File: config.mk
export PLATFORM = sky130hd
export DESIGN_NAME = address_offset_programmer
export DESIGN_NICKNAME = d
export VERILOG_FILES = /design/src/rtl/address_offset_programmer_pkg.sv /design/src/rtl/aom_thread_mirror.sv /design/src/rtl/address_offset_programmer.sv
export SDC_FILE = /design/constraint.sdc
export NUM_CORES = 1
export LEC_CHECK = 0
export CORE_UTILIZATION = 43
export CTS_CLUSTER_SIZE = 14
export DETAILED_ROUTE_END_ITERATION = 6
export GPL_TIMING_DRIVEN = 0
export PLACE_DENSITY = 0.75
export SLEW_MARGIN = 25
export SYNTH_ARGS = -nofsm -noshare
export SYNTH_HDL_FRONTEND = slang
export SYNTH_SLANG_ARGS = --single-unit
File: constraint.sdc
create_clock -name clock -period 2.1 [get_ports clock]
set_input_delay 0.42 -clock clock [delete_from_list [all_inputs] [get_ports clock]]
set_output_delay 0.42 -clock clock [all_outputs]
set_load 0.05 [all_outputs]
File: src/rtl/address_offset_programmer_pkg.sv
// Shared types for the AOM configuration-port programmer: FSM states, the latched
// command record and the PO write-word packing helper.
package address_offset_programmer_pkg;

  localparam int unsigned AomAddrWidth      = 10;
  localparam int unsigned AomIncrWidth      = 4;
  localparam int unsigned AomEntryAddrWidth = 2;
  localparam int unsigned AomThreadWidth    = 3;
  localparam int unsigned AomEntryWidth     = AomIncrWidth + AomAddrWidth;

  typedef enum logic [1:0] {
    StIdle,
    StWait,
    StWrite,
    StDone
  } state_e;

  typedef struct packed {
    logic                         is_po;
    logic [AomThreadWidth-1:0]    thread;
    logic [AomEntryAddrWidth-1:0] entry;
    logic [AomAddrWidth-1:0]      offset;
    logic [AomIncrWidth-1:0]      increment;
  } cmd_t;

  // The AOM stores a PO entry as {increment, offset}.
  function automatic logic [AomEntryWidth-1:0] pack_po_word(
    input logic [AomIncrWidth-1:0] increment,
    input logic [AomAddrWidth-1:0] offset
  );
    return {increment, offset};
  endfunction

endpackage

File: src/rtl/aom_thread_mirror.sv
// Free-running modulo-THREAD_COUNT counter that tracks the AOM write-thread rotation.
// Exposes the current thread and the value it takes on the next clock.
module aom_thread_mirror #(
  parameter int unsigned THREAD_COUNT       = 8,
  parameter int unsigned THREAD_COUNT_WIDTH = 3,
  parameter int unsigned INITIAL_THREAD     = 1
) (
  input  logic                          clock,
  input  logic                          reset,
  output logic [THREAD_COUNT_WIDTH-1:0] current_thread,
  output logic [THREAD_COUNT_WIDTH-1:0] next_thread
);

  logic [THREAD_COUNT_WIDTH-1:0] thread_q;

  always_comb begin
    if (thread_q == THREAD_COUNT_WIDTH'(THREAD_COUNT - 1)) begin
      next_thread = '0;
    end else begin
      next_thread = thread_q + THREAD_COUNT_WIDTH'(1);
    end
  end

  always_ff @(posedge clock) begin
    if (reset) begin
      thread_q <= THREAD_COUNT_WIDTH'(INITIAL_THREAD);
    end else begin
      thread_q <= next_thread;
    end
  end

  assign current_thread = thread_q;

endmodule

File: src/rtl/address_offset_programmer.sv
// Command-driven writer for the AOM DO/PO configuration ports, slot-aligned to the
// AOM write-thread rotation. Optional AOM_PROGRAMMER_ERROR_EN adds cmd_error/error_seen.
module address_offset_programmer
  import address_offset_programmer_pkg::*;
#(
  parameter int unsigned ADDR_WIDTH          = 10,
  parameter int unsigned PO_INCR_WIDTH       = 4,
  parameter int unsigned PO_ENTRY_COUNT      = 4,
  parameter int unsigned PO_ENTRY_ADDR_WIDTH = 2,
  parameter int unsigned PO_ENTRY_WIDTH      = 14,
  parameter int unsigned PO_ADDR_WIDTH       = 5,
  parameter int unsigned THREAD_COUNT        = 8,
  parameter int unsigned THREAD_COUNT_WIDTH  = 3
) (
  input  logic                           clock,
  input  logic                           reset,
  input  logic                           cmd_valid,
  output logic                           cmd_ready,
  input  logic                           cmd_is_po,
  input  logic [THREAD_COUNT_WIDTH-1:0]  cmd_thread,
  input  logic [PO_ENTRY_ADDR_WIDTH-1:0] cmd_po_entry,
  input  logic [ADDR_WIDTH-1:0]          cmd_offset,
  input  logic [PO_INCR_WIDTH-1:0]       cmd_increment,
  output logic                           po_wren,
  output logic [PO_ADDR_WIDTH-1:0]       po_write_addr,
  output logic [PO_ENTRY_WIDTH-1:0]      po_write_data,
  output logic                           do_wren,
  output logic [ADDR_WIDTH-1:0]          do_write_data,
  output logic                           cmd_done,
  output logic [THREAD_COUNT_WIDTH-1:0]  write_thread
`ifdef AOM_PROGRAMMER_ERROR_EN
  ,
  output logic                           cmd_error,
  output logic                           error_seen
`endif
);

  // The command record is sized by the package, so the widths must agree with it.
  if (THREAD_COUNT < 2 || THREAD_COUNT > (32'd1 << THREAD_COUNT_WIDTH) ||
      PO_ENTRY_COUNT != (32'd1 << PO_ENTRY_ADDR_WIDTH) ||
      PO_ENTRY_WIDTH != PO_INCR_WIDTH + ADDR_WIDTH ||
      PO_ADDR_WIDTH != THREAD_COUNT_WIDTH + PO_ENTRY_ADDR_WIDTH ||
      ADDR_WIDTH != AomAddrWidth || PO_INCR_WIDTH != AomIncrWidth ||
      PO_ENTRY_ADDR_WIDTH != AomEntryAddrWidth ||
      THREAD_COUNT_WIDTH != AomThreadWidth) begin : g_bad_params
    $error("address_offset_programmer: inconsistent parameters");
  end

  state_e                        state_q, state_d;
  cmd_t                          cmd_q, cmd_d, cmd_in, issue_cmd;
  logic [THREAD_COUNT_WIDTH-1:0] thread_now, thread_nxt;
  logic [ADDR_WIDTH-1:0]         do_data_q, do_data_d;
  logic [PO_ADDR_WIDTH-1:0]      po_addr_q, po_addr_d;
  logic [PO_ENTRY_WIDTH-1:0]     po_data_q, po_data_d;

  aom_thread_mirror #(
    .THREAD_COUNT       (THREAD_COUNT),
    .THREAD_COUNT_WIDTH (THREAD_COUNT_WIDTH),
    .INITIAL_THREAD     (1)
  ) u_thread_mirror (
    .clock          (clock),
    .reset          (reset),
    .current_thread (thread_now),
    .next_thread    (thread_nxt)
  );

  function automatic logic in_range(input logic [THREAD_COUNT_WIDTH-1:0] t);
    return 32'(t) < THREAD_COUNT;
  endfunction

  // Decided on next cycle's thread so the registered write lands in the qualifying slot.
  // PO avoids the target's own slot, where the AOM writes back the post-increment.
  function automatic logic can_issue(input cmd_t c, input logic [THREAD_COUNT_WIDTH-1:0] nxt);
    if (!in_range(c.thread)) begin
      return 1'b0;
    end
    return c.is_po ? (nxt != c.thread) : (nxt == c.thread);
  endfunction

  assign cmd_in = '{
    is_po:     cmd_is_po,
    thread:    cmd_thread,
    entry:     cmd_po_entry,
    offset:    cmd_offset,
    increment: cmd_increment
  };

  always_comb begin
    state_d   = state_q;
    cmd_d     = cmd_q;
    issue_cmd = cmd_q;
    do_data_d = do_data_q;
    po_addr_d = po_addr_q;
    po_data_d = po_data_q;
    unique case (state_q)
      StIdle: begin
        if (cmd_valid) begin
          cmd_d     = cmd_in;
          issue_cmd = cmd_in;
          state_d   = can_issue(cmd_in, thread_nxt) ? StWrite : StWait;
        end
      end
      StWait: begin
        if (!in_range(cmd_q.thread)) begin
          state_d = StDone;
        end else if (can_issue(cmd_q, thread_nxt)) begin
          state_d = StWrite;
        end
      end
      StWrite: state_d = StDone;
      StDone:  state_d = StIdle;
      default: state_d = StIdle;
    endcase
    if (state_d == StWrite && state_q != StWrite) begin
      if (issue_cmd.is_po) begin
        po_addr_d = {issue_cmd.thread, issue_cmd.entry};
        po_data_d = pack_po_word(issue_cmd.increment, issue_cmd.offset);
      end else begin
        do_data_d = issue_cmd.offset;
      end
    end
  end

  always_ff @(posedge clock) begin
    if (reset) begin
      state_q   <= StIdle;
      cmd_q     <= '0;
      do_data_q <= '0;
      po_addr_q <= '0;
      po_data_q <= '0;
    end else begin
      state_q   <= state_d;
      cmd_q     <= cmd_d;
      do_data_q <= do_data_d;
      po_addr_q <= po_addr_d;
      po_data_q <= po_data_d;
    end
  end

  assign cmd_ready     = (state_q == StIdle);
  assign cmd_done      = (state_q == StDone);
  assign do_wren       = (state_q == StWrite) && !cmd_q.is_po;
  assign po_wren       = (state_q == StWrite) && cmd_q.is_po;
  assign do_write_data = do_data_q;
  assign po_write_addr = po_addr_q;
  assign po_write_data = po_data_q;
  assign write_thread  = thread_now;

`ifdef AOM_PROGRAMMER_ERROR_EN
  logic error_seen_q;

  assign cmd_error = (state_q == StDone) && !in_range(cmd_q.thread);

  always_ff @(posedge clock) begin
    if (reset) begin
      error_seen_q <= 1'b0;
    end else if (cmd_error) begin
      error_seen_q <= 1'b1;
    end
  end

  assign error_seen = error_seen_q;
`endif

endmodule

==> out/results.txt <==
max-cap violation count: 0
Reg-to-Reg Start: u_thread_mirror.current_thread[0]$_SDFF_PP1_
Switching Fraction: 0.337
Clock H-tree levels: 2
Post-Synth XOR/XNOR Area: 0.0233
cell internal pwr: 1.73 mW
synth unique cells: 33
outcome: finished, violations left
clock share of power: 0.209
vias: 1718
Setup Skew: 0.00765 ns
area of the core: 4880 sq um
Setup Viol. Count Final: 29
Detail Route Antenna Nets: 0
Tightest Pin Transition: 0.567 ns
unrepaired setup endpoints after global routing: yes
first-pass GRT wire length: 7850 um
I/O pin total: 59
final WL: 4990 um
clk root buf: clkbuf_8
Max clock buf depth: 2
Max Freq: 442 MHz
PD cells: 825 nW/um^2
Reg2Reg Depth: 8
Hold-fix buffers, CTS: 0
Hold Path Class: reg -> reg
reg2reg setup slack: -0.16 ns
mux cell area share after synthesis: 0.177
Hold Startpoint: cmd_q[14]$_SDFF_PP0_
fin crit period: 2.26 ns
total gr overflow: 0
die width: 74.4 um
Pwr Total: 2.61 mW
Reg power frac: 0.448
Post-Syn Instances: 222
routed vias/inst: 4.79
total CTS buffers: 5
final setup margin: -0.163 ns
Worst-path clk slew: 0.09 ns
CTS tree: done
kind of critical path: reg -> reg
Critical Path End Type: register
initial antenna violation count: 0
post-detailed-route wirelength per cell: 13.9 um
Site Rows: 25
Hold Path Cell Cnt: 2
Starting Density: 0.462
hold endpoint: cmd_q[14]$_SDFF_PP0_
port bufs: 57
Post-Syn Nets: 247
Netlist Area Pre-Place: 2250 sq um
Worst IR Drop VDD: 0.623 mV
final hold slack: 0.467 ns
share of cells above drive strength 1: 0.199
DRC Markers: 0
Startpoint Class: register
register area share after synthesis: 0.480
failing checks: negative setup slack
Post-Place Worst Slack: -0.446 ns
Yosys warning total: 0
Final Hold Vio Count: 0
Critical Path Fanout Max: 6
final setup TNS: -3.62 ns
Area Overhead vs Synth: 40.3%
largest family of logic cells by synthesized area: simple AND/OR/NAND/NOR gates
crit share post-route: 1.08
Max Slew Vio Count: 0
HPWL after detailed placement: 3290 um
Post-Synth Adder-Cell Area: 0.0111
Ant. Diodes: 0
1st-iter DRT viols: 82
mean area per synthesized cell: 10.2 sq um
Layout Nets: 317
CP required: 2.29 ns
post-synthesis compound-gate area fraction: 0.0750
WP data arrival: 2.46 ns
Pre-Repair DR Iteration Count: 4
pin count of the biggest net entering global routing: 15
Comb power frac: 0.343
die height: 74.4 um
CTS Sinks: 54
Skew-Pair Late Insertion Delay: 0.30 ns
routability cong.: 0.798
r2r endpoint: po_write_data[8]$_SDFFE_PP0P_
max_slew headroom: 0.622
area share of and/or/nand/nor cells after synthesis: 0.206
Die ar.: 5530 sq um
GRT Total Usage: 0.189
static leakage: 1.27 nW
vias in the first global route: 1712
Psw: 878 uW
synthesized flop and latch total: 54
[cell type report]
type	count	area, sq um
Fill cell	406	1720
Multi-Input combinational cell	156	1220
Sequential cell	54	1090
Timing Repair Buffer	63	631
Tap cell	67	83.8
Clock buffer	7	76.3
Buffer	11	60.1
Inverter	1	3.75
[per-stage QoR]
| stage | cell area, sq um | utilization | instances |
|---|---|---|---|
| 2_1_floorplan | 2340 | - | 222 |
| 3_3_place_gp | 3000 | 0.614 | 346 |
| 3_5_place_dp | 3000 | 0.614 | 346 |
| 4_1_cts | 3150 | 0.646 | 359 |
| 5_1_grt | 3160 | 0.648 | 359 |
| 6_report | 3160 | 0.648 | 359 |
[worst max-delay path by stage]
stage / startpoint / to / slack, ns
after floorplan: u_thread_mirror.current_thread[0]$_SDFF_PP1_ / po_write_addr[4]$_SDFFE_PP0P_ / -0.17
after global placement: cmd_thread[1] / po_write_data[3]$_SDFFE_PP0P_ / -0.41
after detailed placement: cmd_thread[2] / po_write_data[1]$_SDFFE_PP0P_ / -0.45
after CTS: u_thread_mirror.current_thread[1]$_SDFF_PP0_ / po_write_addr[2]$_SDFFE_PP0P_ / -0.15
after global routing: u_thread_mirror.current_thread[1]$_SDFF_PP0_ / po_write_data[11]$_SDFFE_PP0P_ / -0.24
final: u_thread_mirror.current_thread[0]$_SDFF_PP1_ / po_write_data[8]$_SDFFE_PP0P_ / -0.16
[cells in the final DEF, fill, tap and decap left out, types with 3 or more instances in the layout]
cell / count
a21oi_1: 19
buf_4: 3
clkbuf_1: 9
clkbuf_8: 5
clkdlybuf4s50_1: 53
dfxtp_1: 51
dlygate4sd2_1: 4
mux2_2: 7
mux2_4: 22
nand2_1: 41
nor2b_1: 32
or3_1: 3
xnor2_1: 4
[cell usage after synthesis]
cell type	instances	share of area
xor2_1	1	0.0039
nand4_1	1	0.0028
dfxtp_1	54	0.48
nand4_2	1	0.0056
ha_1	2	0.011
nand2b_1	2	0.0056
nor3b_2	1	0.0056
o21bai_1	1	0.0033
nand3b_1	1	0.0033
or3_1	3	0.0083
and2_1	1	0.0028
o21a_1	1	0.0033
mux2i_2	1	0.0061
buf_12	1	0.0089
a211oi_1	1	0.0033
nor2b_1	32	0.089
xnor2_1	5	0.019
and3b_1	1	0.0039
or2_2	1	0.0028
buf_1	1	0.0017
nor3b_1	1	0.0033
clkbuf_1	7	0.012
a221oi_1	1	0.0039
o21ai_4	2	0.014
mux2i_1	2	0.0089
a21oi_1	19	0.042
nand2_1	41	0.068
mux2_2	19	0.095
inv_1	1	0.0017
mux2_4	10	0.067
o21ai_0	2	0.0044
buf_2	2	0.0044
nor2_1	3	0.0050
[sequential cells by signal, indices dropped and copies added (netlist names)]
register and count:
u_thread_mirror.current_thread 3, po_write_data 14, cmd_q 20, po_write_addr 5, state_q 2, do_write_data 10
[power groups by stage]
| stage | Combinational [mW] | Sequential (mW) | Clock, mW |
|---|---|---|---|
| after floorplan | 0.487 | 1.30 | 0 |
| after global placement | 0.824 | 1.19 | 0 |
| after detailed placement | 0.834 | 1.19 | 0 |
| after CTS | 0.887 | 1.17 | 0.558 |
| after global routing | 0.953 | 1.18 | 0.593 |
| final | 0.894 | 1.17 | 0.544 |
[metal layers]
layer | part of all wire | track usage | vias up | routed length, um
met5 | 0 | 0 | - | 0
met4 | 0.014 | 0.0692 | 0 | 71
met3 | 0.033 | 0.0379 | 5 | 163
met2 | 0.47 | 0.312 | 34 | 2350
met1 | 0.48 | 0.245 | 805 | 2400
li1 | - | - | 874 | -
[kinds of logic after synthesis]
kind of cell             count (synthesis)
AND/OR/NAND/NOR                         89
buffers and inverters                   12
AO/OA/AOI/OAI                           27
multiplexers                            32
adder cells (fa/ha/maj)                  2
flip-flops                              54
XOR/XNOR                                 6
[timing repair]
action	4_1_cts	5_1_grt
buffers inserted	6	0
pin swaps	3	2
gates resized for setup	10	1
endpoints found under the setup margin	33	30
[critical path, stage by stage, from the launching register on]
cell	delay [ns]
dfxtp_4	0.36
ha_4	0.16
ha_4	0.28
xnor2_1	0.11
nand4_1	0.23
mux2i_4	0.30
o21ai_4	0.20
buf_6	0.17
mux2_2	0.33
Power figures use the tool's default switching activity.
